### src/rtl/rv_ctrl_defs.sv
// rv_ctrl_defs: shared encodings for the RV32 subset multi-cycle controller.
package rv_ctrl_defs;
  typedef enum logic [2:0] {
    S_IDLE   = 3'd0,
    S_FETCH  = 3'd1,
    S_DECODE = 3'd2,
    S_EXEC   = 3'd3,
    S_MEM    = 3'd4,
    S_WB     = 3'd5,
    S_TRAP   = 3'd7
  } state_e;
  typedef enum logic [2:0] {C_RTYPE, C_ITYPE, C_LOAD, C_STORE, C_BRANCH, C_JAL} iclass_e;
  localparam logic [6:0] OP_R      = 7'b0110011;
  localparam logic [6:0] OP_I      = 7'b0010011;
  localparam logic [6:0] OP_LOAD   = 7'b0000011;
  localparam logic [6:0] OP_STORE  = 7'b0100011;
  localparam logic [6:0] OP_BRANCH = 7'b1100011;
  localparam logic [6:0] OP_JAL    = 7'b1101111;
  localparam logic [2:0] F3_ADD = 3'd0;
  localparam logic [2:0] F3_SLL = 3'd1;
  localparam logic [2:0] F3_SLT = 3'd2;
  localparam logic [2:0] F3_SRL = 3'd5;
  localparam logic [2:0] F3_OR  = 3'd6;
  localparam logic [2:0] F3_AND = 3'd7;
  localparam logic [2:0] F3_W   = 3'd2;
  localparam logic [2:0] F3_BEQ = 3'd0;
  localparam logic [2:0] F3_BNE = 3'd1;
  localparam logic [6:0] F7_BASE = 7'h00;
  localparam logic [6:0] F7_SUB  = 7'h20;
  localparam logic [3:0] ALU_ADD = 4'd0;
  localparam logic [3:0] ALU_SUB = 4'd1;
  localparam logic [3:0] ALU_AND = 4'd2;
  localparam logic [3:0] ALU_OR  = 4'd3;
  localparam logic [3:0] ALU_SLL = 4'd4;
  localparam logic [3:0] ALU_SRL = 4'd5;
  localparam logic [3:0] ALU_SLT = 4'd6;
  localparam logic [1:0] PC_SEQ = 2'b00;
  localparam logic [1:0] PC_BR  = 2'b01;
  localparam logic [1:0] PC_JAL = 2'b10;
  localparam logic [1:0] WB_ALU = 2'b00;
  localparam logic [1:0] WB_MEM = 2'b01;
  localparam logic [1:0] WB_PC4 = 2'b10;
endpackage

### src/rtl/multicycle_ctrl_if.sv
// multicycle_ctrl_if: instruction and data memory request/ready handshake.
interface multicycle_ctrl_if;
  logic ifetch_req;
  logic ifetch_ready;
  logic dmem_req;
  logic dmem_we;
  logic dmem_ready;
  modport master (output ifetch_req, dmem_req, dmem_we, input ifetch_ready, dmem_ready);
  modport slave (input ifetch_req, dmem_req, dmem_we, output ifetch_ready, dmem_ready);
endinterface

### src/rtl/rv_inst_class.sv
// rv_inst_class: classifies IR fields into instruction class, ALU op and legality.
module rv_inst_class
  import rv_ctrl_defs::*;
(
  input  logic [6:0] opcode,
  input  logic [2:0] func3,
  input  logic [6:0] func7,
  output iclass_e    cls,
  output logic [3:0] alu_op,
  output logic       legal
);
  always_comb begin
    cls = C_RTYPE;
    alu_op = ALU_ADD;
    legal = 1'b0;
    case (opcode)
      OP_R: begin
        legal = func7 == F7_BASE;
        case (func3)
          F3_ADD: begin
            alu_op = func7 == F7_SUB ? ALU_SUB : ALU_ADD;
            legal = func7 == F7_BASE || func7 == F7_SUB;
          end
          F3_SLL: alu_op = ALU_SLL;
          F3_SLT: alu_op = ALU_SLT;
          F3_SRL: alu_op = ALU_SRL;
          F3_OR:  alu_op = ALU_OR;
          F3_AND: alu_op = ALU_AND;
          default: legal = 1'b0;
        endcase
      end
      OP_I: begin
        cls = C_ITYPE;
        legal = func3 == F3_ADD || func3 == F3_OR || func3 == F3_AND;
        alu_op = func3 == F3_OR ? ALU_OR : func3 == F3_AND ? ALU_AND : ALU_ADD;
      end
      OP_LOAD: begin
        cls = C_LOAD;
        legal = func3 == F3_W;
      end
      OP_STORE: begin
        cls = C_STORE;
        legal = func3 == F3_W;
      end
      OP_BRANCH: begin
        cls = C_BRANCH;
        legal = func3 == F3_BEQ || func3 == F3_BNE;
        alu_op = ALU_SUB;
      end
      OP_JAL: begin
        cls = C_JAL;
        legal = 1'b1;
      end
      default: ;
    endcase
  end
endmodule

### src/rtl/multicycle_ctrl.sv
// multicycle_ctrl: FETCH/DECODE/EXEC/MEM/WB sequencer driving datapath controls,
// memory handshakes, retired-instruction counter and sticky illegal-instruction trap.
module multicycle_ctrl
  import rv_ctrl_defs::*;
#(
  parameter int ALU_OP_W = 4,
  parameter int CNT_W    = 32
) (
  input  logic                clk,
  input  logic                rst_n,
  input  logic                run,
  input  logic [6:0]          opcode,
  input  logic [2:0]          func3,
  input  logic [6:0]          func7,
  input  logic                alu_zero,
  multicycle_ctrl_if.master   mem,
  output logic                ir_write,
  output logic                pc_write,
  output logic [1:0]          pc_src,
  output logic                alu_src_imm,
  output logic [ALU_OP_W-1:0] alu_op,
  output logic                reg_write,
  output logic [1:0]          wb_sel,
  output logic                retire,
  output logic [CNT_W-1:0]    instr_count,
  output logic                trap,
  output logic [2:0]          state_o
);
  state_e            state_q, state_d;
  logic [CNT_W-1:0]  cnt_q, cnt_d;
  iclass_e           cls;
  logic [3:0]        cls_op;
  logic              legal;
  logic              taken;
  rv_inst_class u_class (
    .opcode (opcode),
    .func3  (func3),
    .func7  (func7),
    .cls    (cls),
    .alu_op (cls_op),
    .legal  (legal)
  );
  assign taken = (func3 == F3_BNE) ^ alu_zero;
  always_comb begin
    state_d = state_q;
    mem.ifetch_req = 1'b0;
    mem.dmem_req = 1'b0;
    mem.dmem_we = 1'b0;
    ir_write = 1'b0;
    pc_write = 1'b0;
    pc_src = PC_SEQ;
    alu_src_imm = 1'b0;
    alu_op = '0;
    reg_write = 1'b0;
    wb_sel = WB_ALU;
    retire = 1'b0;
    case (state_q)
      S_IDLE: state_d = run ? S_FETCH : S_IDLE;
      S_FETCH: begin
        mem.ifetch_req = 1'b1;
        ir_write = mem.ifetch_ready;
        pc_write = mem.ifetch_ready;
        state_d = mem.ifetch_ready ? S_DECODE : S_FETCH;
      end
      S_DECODE: state_d = legal ? S_EXEC : S_TRAP;
      S_EXEC: begin
        alu_op = ALU_OP_W'(cls_op);
        alu_src_imm = cls inside {C_ITYPE, C_LOAD, C_STORE};
        state_d = S_FETCH;
        case (cls)
          C_RTYPE, C_ITYPE: state_d = S_WB;
          C_LOAD, C_STORE:  state_d = S_MEM;
          C_BRANCH: begin
            pc_write = taken;
            pc_src = taken ? PC_BR : PC_SEQ;
            retire = 1'b1;
          end
          C_JAL: begin
            pc_write = 1'b1;
            pc_src = PC_JAL;
            reg_write = 1'b1;
            wb_sel = WB_PC4;
            retire = 1'b1;
          end
          default: ;
        endcase
      end
      S_MEM: begin
        mem.dmem_req = 1'b1;
        mem.dmem_we = cls == C_STORE;
        retire = mem.dmem_ready && cls == C_STORE;
        state_d = !mem.dmem_ready ? S_MEM : cls == C_STORE ? S_FETCH : S_WB;
      end
      S_WB: begin
        reg_write = 1'b1;
        wb_sel = cls == C_LOAD ? WB_MEM : WB_ALU;
        retire = 1'b1;
        state_d = S_FETCH;
      end
      S_TRAP: ;
      default: state_d = S_IDLE;
    endcase
  end
  assign cnt_d = cnt_q + CNT_W'(retire);
  always_ff @(posedge clk or negedge rst_n) begin
    if (!rst_n) begin
      state_q <= S_IDLE;
      cnt_q <= '0;
    end else begin
      state_q <= state_d;
      cnt_q <= cnt_d;
    end
  end
  assign instr_count = cnt_q;
  assign trap = state_q == S_TRAP;
  assign state_o = state_q;
endmodule

### src/flat_wrapper.sv
// flat-port wrapper written by rule: the top's interface ports become plain ports
module multicycle_ctrl_flat import rv_ctrl_defs::*;
#(
  parameter int ALU_OP_W = 4,
  parameter int CNT_W    = 32
)
  (clk, rst_n, run, opcode, func3, func7, alu_zero, ir_write, pc_write, pc_src, alu_src_imm, alu_op, reg_write, wb_sel, retire, instr_count, trap, state_o, mem_ifetch_req, mem_dmem_req, mem_dmem_we, mem_ifetch_ready, mem_dmem_ready);
  multicycle_ctrl_if mem_i ();
  input  logic clk;
  input  logic rst_n;
  input  logic run;
  input  logic [6:0] opcode;
  input  logic [2:0] func3;
  input  logic [6:0] func7;
  input  logic alu_zero;
  output logic ir_write;
  output logic pc_write;
  output logic [1:0] pc_src;
  output logic alu_src_imm;
  output logic [ALU_OP_W-1:0] alu_op;
  output logic reg_write;
  output logic [1:0] wb_sel;
  output logic retire;
  output logic [CNT_W-1:0] instr_count;
  output logic trap;
  output logic [2:0] state_o;
  output wire logic [$bits(mem_i.ifetch_req)-1:0] mem_ifetch_req;
  output wire logic [$bits(mem_i.dmem_req)-1:0] mem_dmem_req;
  output wire logic [$bits(mem_i.dmem_we)-1:0] mem_dmem_we;
  input wire logic [$bits(mem_i.ifetch_ready)-1:0] mem_ifetch_ready;
  input wire logic [$bits(mem_i.dmem_ready)-1:0] mem_dmem_ready;
  assign mem_ifetch_req = mem_i.ifetch_req;
  assign mem_dmem_req = mem_i.dmem_req;
  assign mem_dmem_we = mem_i.dmem_we;
  assign mem_i.ifetch_ready = mem_ifetch_ready;
  assign mem_i.dmem_ready = mem_dmem_ready;
  multicycle_ctrl #(.ALU_OP_W(ALU_OP_W), .CNT_W(CNT_W)) u_core (.clk(clk), .rst_n(rst_n), .run(run), .opcode(opcode), .func3(func3), .func7(func7), .alu_zero(alu_zero), .mem(mem_i), .ir_write(ir_write), .pc_write(pc_write), .pc_src(pc_src), .alu_src_imm(alu_src_imm), .alu_op(alu_op), .reg_write(reg_write), .wb_sel(wb_sel), .retire(retire), .instr_count(instr_count), .trap(trap), .state_o(state_o));
endmodule
### config.mk
export PLATFORM = sky130hd
export DESIGN_NAME = multicycle_ctrl_flat
export DESIGN_NICKNAME = d
export VERILOG_FILES = /design/src/rtl/rv_ctrl_defs.sv /design/src/rtl/multicycle_ctrl_if.sv /design/src/rtl/rv_inst_class.sv /design/src/rtl/multicycle_ctrl.sv /design/src/flat_wrapper.sv
export SDC_FILE = /design/constraint.sdc
export NUM_CORES = 1
export LEC_CHECK = 0
export CELL_PAD_IN_SITES_DETAIL_PLACEMENT = 1
export CELL_PAD_IN_SITES_GLOBAL_PLACEMENT = 1
export CORE_MARGIN = 2
export CORE_UTILIZATION = 42
export CTS_BUF_LIST = sky130_fd_sc_hd__clkbuf_4 sky130_fd_sc_hd__clkbuf_8 sky130_fd_sc_hd__clkbuf_16
export CTS_CLUSTER_SIZE = 8
export DETAILED_ROUTE_END_ITERATION = 7
export DONT_BUFFER_PORTS = 1
export PLACE_DENSITY = 0.78
export SYNTH_ARGS = -nofsm -noshare
export SYNTH_HDL_FRONTEND = slang
export SYNTH_SLANG_ARGS = --single-unit
export TNS_END_PERCENT = 10
### constraint.sdc
create_clock -name clk -period 2.5 [get_ports clk]
set_input_delay 0.5 -clock clk [delete_from_list [all_inputs] [get_ports clk]]
set_output_delay 0.5 -clock clk [all_outputs]
set_load 0.03 [all_outputs]
==> results of run 1 <==
report_power, final:
group / leakage [nW] / internal, mW / switching (mW)
Clock: 0.0491 / 0.217 / 0.188
Combinational: 0.540 / 0.199 / 0.326
Sequential: 0.473 / 0.628 / 0.161
registers in the layout (all words and copies together), names as in the netlist:
| signal | cells |
|---|---|
| u_core.state_o | 3 |
| u_core.instr_count | 32 |
cell usage after synthesis (4+ instances only):
cell / number
dfrtp_1: 35
xnor2_1: 27
nand4_1: 16
nand3_1: 12
inv_1: 11
nand2_1: 11
nor2_1: 10
buf_2: 7
nor3_1: 6
xor2_1: 6
nand2b_1: 5
a21oi_1: 4
and3_1: 4
nor3b_1: 4
path summary, 6_finish.rpt:
path | startpoint | to
worst max-delay path | u_core.state_o[1] | mem_dmem_we
worst min-delay path | rst_n | u_core.instr_count[6]
worst max register to register | u_core.state_o[2] | u_core.instr_count[18]
worst min register to register | u_core.instr_count[31] | u_core.instr_count[31]
max in group asynchronous | rst_n | u_core.state_o[1]
min in group clk | mem_ifetch_ready | u_core.state_o[1]
cells by family (layout without fill, tap and decap cells):
group / Yosys count / count (layout) / share of synthesized area (%)
AO/OA/AOI/OAI: 22 / 22 / 7.58
XOR/XNOR: 33 / 33 / 14.0
adder cells (fa/ha/maj): 2 / 2 / 1.21
buffers and inverters: 21 / 41 / 4.48
flip-flops: 35 / 35 / 42.4
other: 1 / 1 / 0.182
AND/OR/NAND/NOR: 96 / 96 / 30.1
critical path: cells and delay by family (launching register included):
family / cells / cell delay, ns
AND/OR/NAND/NOR: 3 / 0.80
buffers and inverters: 2 / 0.40
flip-flops: 1 / 0.42
routing by layer:
layer,global-route usage (%),up-vias,part of all wire (%)
li1,-,786,-
met3,5.69,4,6.7
met4,5.66,0,0.75
met2,33.0,54,50
met1,23.8,835,42
met5,0,-,0
layout make-up:
class | instances | area (µm²) | share of cell area (%)
inverter | 11 | 41.3 | 1.72
sequential | 35 | 880 | 36.6
clock buffer | 7 | 83.8 | 3.49
multi-input combinational | 154 | 1130 | 47.2
clock inverter | 1 | 5.00 | 0.208
tap | 67 | 83.8 | 3.49
timing repair buffer | 22 | 175 | 7.29
repair_timing:
action | 4_1_cts | 5_1_grt
hold buffers | 1 | 0
endpoints found under the hold margin | 35 | 0
setup buffers | 0 | 0
==> summary.md, run 1 <==
| Metric | Value |
|---|---|
| Outcome | `finished clean` |
| Die height | `74.1 µm` |
| Vias per Instance | `5.65` |
| Max Root-Sink Buffers | `2` |
| Max_slew headroom | `66.6%` |
| PortBufs | `0` |
| Worst Path Required | `2.00 ns` |
| Cell mode on critical path | `buf_4` |
| Avg WL per Cell | `17.0 µm` |
| Crit Path Class | `flop to output port` |
| RePlAce Congestion | `0.784` |
| Global-route wire length before repair | `8310 µm` |
| Sequential cell area fraction in the yosys report | `42.4%` |
| H-tree Lvls | `2` |
| Ys flop type | `dfrtp_1` |
| Cell variety after synth | `49` |
| Nets | `254` |
| Sink Count | `35` |
| Syn nets | `235` |
| RSZ-0062 raised after global routing | `false` |
| Grt ovf | `0` |
| Iteration-0 DRC Markers | `68` |
| Leak pwr | `1.06 nW` |
| Final setup fails | `0` |
| CTS root buf | `clkbuf_8` |
| Detailed Place HPWL | `3810 µm` |
| FF-to-FF setup slack | `0.14 ns` |
| All-layer global routing usage | `19.4%` |
| Hold_ws | `0.0483 ns` |
| Most common cell after layout, fill and taps aside | `dfrtp_1` |
| Most frequent cells in the layout | `dfrtp_1, xnor2_1, buf_4` |
| Layout area overhead | `16.4%` |
| Synthesized instance count | `210` |
| Final Cycle Share | `95.7%` |
| Post-synth EDFFs | `0` |
| Vias in the first global route | `1764` |
| FF+latch count, synth | `35` |
| Worst R2R Path Depth | `9` |
| FP Rows | `25` |
| Die ar. | `5490 µm²` |
| CTS tree | `built` |
| CTS resizes | `0` |
| Clk_lat worst skew | `0.28 ns` |
| Initial core utilization | `43.7%` |
| Residual antenna-violating net count after detailed routing | `0` |
| Setup WS post-layout | `0.108 ns` |
| Worst EP arrival | `1.89 ns` |
| Ys async rst share | `100%` |
| Number of diodes | `0` |
| Max Clock Skew | `0.00495 ns` |
| Initial antenna violation count | `0` |
| CTS Buf Count | `5` |
| Ratio of cells with drive above 1 in the final layout | `21.3%` |
| Setup tns final | `0 ns` |
| Pre-Repair DR Iteration Count | `4` |
| Final Instance Count excl. Fillers | `297` |
| Mapped cell area | `2060 µm²` |
| DP Cell Count | `288` |
| Synth top area cells | `dfrtp_1, xnor2_1, nand4_1, nand3_1, xor2_1` |
| Crit-path cells | `buf_4 > nand2b_1 > or2_2 > nor4_2 > buf_4` |
| Least-Margin Pin Slew | `0.501 ns` |
| Worst path slowest cell | `dfrtp_2` |
| Post-synth top area cell | `dfrtp_1` |
| Worst min path class | `input port to async pin` |
| Yosys warns | `0` |
| Final Critical Period | `2.39 ns` |
| Die W | `74.1 µm` |
| Crit-path max cell delay | `0.42 ns` |
| CP endpoint kind | `output port` |
| Largest net degree at the start of global routing | `36` |
| Dpl ws | `-0.0119 ns` |
| Peak supply drop | `0.278 mV` |
| Fill count | `541` |
| Maximum clock frequency | `418 MHz` |
| Clock transition at path regs | `0.07 ns` |
| # IOs | `75` |
| Total number of vias | `1679` |
| Final Instance Area | `2400 µm²` |
| PwrDens | `715 nW/µm²` |
| Worst Path Max Fanout | `9` |
| DRC | `0` |
| Hold Fails Final Rpt | `0` |
| Final wirelength | `5040 µm` |
| Max-slew violation count | `0` |
| Syn avg cell area | `9.83 µm²` |
| Number of max-cap violations | `0` |
| Tot Pwr | `1.72 mW` |
| Placed cell area | `2290 µm²` |
| Util after Layout | `50.9%` |
| Startpoint Class | `flop` |
| Core ar. | `4720 µm²` |
| Area share of the largest cell type after synthesis | `42.4%` |
Note: power is estimated with default switching activity, not from simulation.
==> run 2, diff against run 1 <==
==> constraint.sdc (replaced) <==
create_clock -name clk -period 2.5 [get_ports clk]
set_input_delay 0.5 -clock clk [delete_from_list [all_inputs] [get_ports clk]]
set_output_delay 0.5 -clock clk [all_outputs]
set_load 0.01 [all_outputs]
==> run 2 against run 1 <==
Global-route usage fell by 0.16 points. First-iteration DRC count decreased by 35%. Clock skew is 0.0062 ns higher. Via count is 1.2% lower. Clock power increased by 26%. Die area did not move. Setup slack better by 0.075 ns. Non-clock buffer count down 8. Cell count decreased by 2.7%.
==> summary.md, run 2 (synthesis gave the netlist of run 1 again) <==
| Metric | Value |
|---|---|
| Worst Path Required | `2.67 ns (+0.67 ns)` |
| Clk_lat worst skew | `0.30 ns (+0.02 ns)` |
| Outcome | `finished clean` |
| Buffers plus inverters on the worst setup path | `1 (-1)` |
| RePlAce Congestion | `0.790 (+0.68%)` |
| Crit Path Class | `flop to flop` |
| Die height | `74.1 µm (unchanged)` |
| Sink Count | `35 (unchanged)` |
| Post-CTS Repair Setup Buffers | `0 (unchanged)` |
| Core ar. | `4720 µm² (unchanged)` |
| Most common cell after layout, fill and taps aside | `dfrtp_1` |
| Maximum clock frequency | `432 MHz (+3.2%)` |
| DRC | `0 (unchanged)` |
| Final setup fails | `0 (unchanged)` |
| Crit-path leading delay family | `simple AND/OR/NAND/NOR gates` |
| Final Critical Period | `2.32 ns (-0.0749 ns)` |
| # IOs | `75 (unchanged)` |
| RSZ-0062 raised after global routing | `false` |
| CTS Buf Count | `5 (unchanged)` |
| Crit-path max cell delay | `0.49 ns (+0.07 ns)` |
| Iteration-0 DRC Markers | `44 (-35%)` |
| Worst Path Max Fanout | `6 (-3)` |
| Tot Pwr | `1.63 mW (-5.1%)` |
| Global-route wire length before repair | `8070 µm (-2.8%)` |
| Vias in the first global route | `1723 (-2.3%)` |
| Number of diodes | `0 (unchanged)` |
| FP Rows | `25 (unchanged)` |
| PwrDens | `694 nW/µm² (-2.9%)` |
| Clock transition at path regs | `0.08 ns (about the same)` |
| Avg WL per Cell | `17.6 µm (+3.6%)` |
| Layout area overhead | `13.9%` |
| Hold Fails Final Rpt | `0 (unchanged)` |
| Worst path slowest cell | `or4_4` |
| Max-slew violation count | `0 (unchanged)` |
| Most frequent cells in the layout | `dfrtp_1, xnor2_1, nand4_1` |
| Die W | `74.1 µm (unchanged)` |
| Least-Margin Pin Slew | `0.545 ns (+0.0438 ns)` |
| Worst min path class | `input port to async pin` |
| Total number of vias | `1659 (-1.2%)` |
| CP endpoint kind | `flop` |
| Startpoint Class | `flop` |
| Max_slew headroom | `63.6% (-3.0 points)` |
| Initial core utilization | `43.7% (unchanged)` |
| Setup tns final | `0 ns (unchanged)` |
| Max Clock Skew | `0.0111 ns (+0.00619 ns)` |
| Final wirelength | `5080 µm (+0.77%)` |
| All-layer global routing usage | `19.2% (-0.16 points)` |
| Final Cycle Share | `92.7% (-3.0 points)` |
| Leak pwr | `1.04 nW (-2.4%)` |
| Initial antenna violation count | `0 (unchanged)` |
| Pre-Repair DR Iteration Count | `4 (unchanged)` |
| PortBufs | `0 (unchanged)` |
| Largest register FFs | `32 (unchanged)` |
| Vias per Instance | `5.74 (+1.5%)` |
| Residual antenna-violating net count after detailed routing | `0 (unchanged)` |
| H-tree Lvls | `2 (unchanged)` |
| Peak supply drop | `0.302 mV (+8.6%)` |
| Number of max-cap violations | `0 (unchanged)` |
| Die ar. | `5490 µm² (unchanged)` |
| Ratio of cells with drive above 1 in the final layout | `17.1% (-4.2 points)` |
| Max Root-Sink Buffers | `2 (unchanged)` |
| Worst EP arrival | `2.49 ns (+0.60 ns)` |
| Largest net degree at the start of global routing | `36 (unchanged)` |
| CTS root buf | `clkbuf_8` |
| Crit-path cells | `nand3b_4 > or4_4 > o21ai_2 > ha_2 > ha_1 > inv_1 > nor2_2 > nand4_1 > xnor2_1` |
| CTS tree | `built` |
| Grt ovf | `0 (unchanged)` |
| Detailed Place HPWL | `3790 µm (-0.51%)` |
| Nets | `246 (-3.1%)` |
run 2: report_power, final:
| group | internal (mW) | total, mW | switching (mW) |
|---|---|---|---|
| registers | 0.625 | 0.730 | 0.105 |
| clock network | 0.297 | 0.509 | 0.213 |
| logic | 0.166 | 0.392 | 0.226 |
| total | 1.09 | 1.63 | 0.544 |
run 2: worst reg2reg max path, cell delays in order (launching register included):
cell      delay, ns
dfrtp_1        0.38
nand3b_4       0.16
or4_4          0.49
o21ai_2        0.09
ha_2           0.21
ha_1           0.18
inv_1          0.09
nor2_2         0.27
nand4_1        0.16
xnor2_1        0.17
run 2: layout make-up:
type | instances | area (µm²)
clock buffers | 5 | 68.8
clock inverters | 3 | 43.8
fillers | 528 | 2370
inverters | 11 | 41.3
multi-input cells | 154 | 1120
flip-flops and latches | 35 | 876
well taps | 67 | 83.8
repair buffers | 14 | 118
run 2: metrics by stage:
step / setup WS, ns / std cells / cell area (µm²) / util [%] / hold slack [ns]
floorplan: 0.0312 / 210 / 2080 / - / 0.204
global placement: 0.0611 / 280 / 2210 / 46.8 / 0.205
detailed placement: 0.0279 / 280 / 2210 / 46.8 / 0.205
CTS: 0.0610 / 289 / 2340 / 49.6 / 0.0313
global route: 0.0481 / 289 / 2350 / 49.8 / 0.0236
finish: 0.183 / 289 / 2350 / 49.8 / 0.0268
run 2: what timing repair did:
item                                   in CTS  in global routing
hold buffers                                1                  0
gates resized for setup                     0                  1
setup endpoints to repair                   0                  1
endpoints found under the hold margin      35                  0
run 2: layer usage:
metal | wire (µm) | share of wire, % | track usage, % | up-vias
met5 | 0 | 0 | 0 | -
met4 | 87 | 1.7 | 8.48 | 0
li1 | - | - | - | 774
met3 | 352 | 6.9 | 5.69 | 8
met2 | 2540 | 50 | 32.0 | 53
met1 | 2090 | 41 | 22.9 | 824
run 2: worst paths after layout:
check | startpoint | to | slack, ns | cells past startpoint
max in group asynchronous | rst_n | u_core.instr_count[0] | 2.29 | 1
worst min-delay path | rst_n | u_core.instr_count[7] | 0.03 | 1
worst max register to register | u_core.state_o[2] | u_core.instr_count[26] | 0.18 | 9
worst max-delay path | u_core.state_o[2] | u_core.instr_count[26] | 0.18 | 9
min in group clk | mem_ifetch_ready | u_core.state_o[1] | 0.38 | 2
worst min register to register | u_core.instr_count[31] | u_core.instr_count[31] | 0.54 | 1
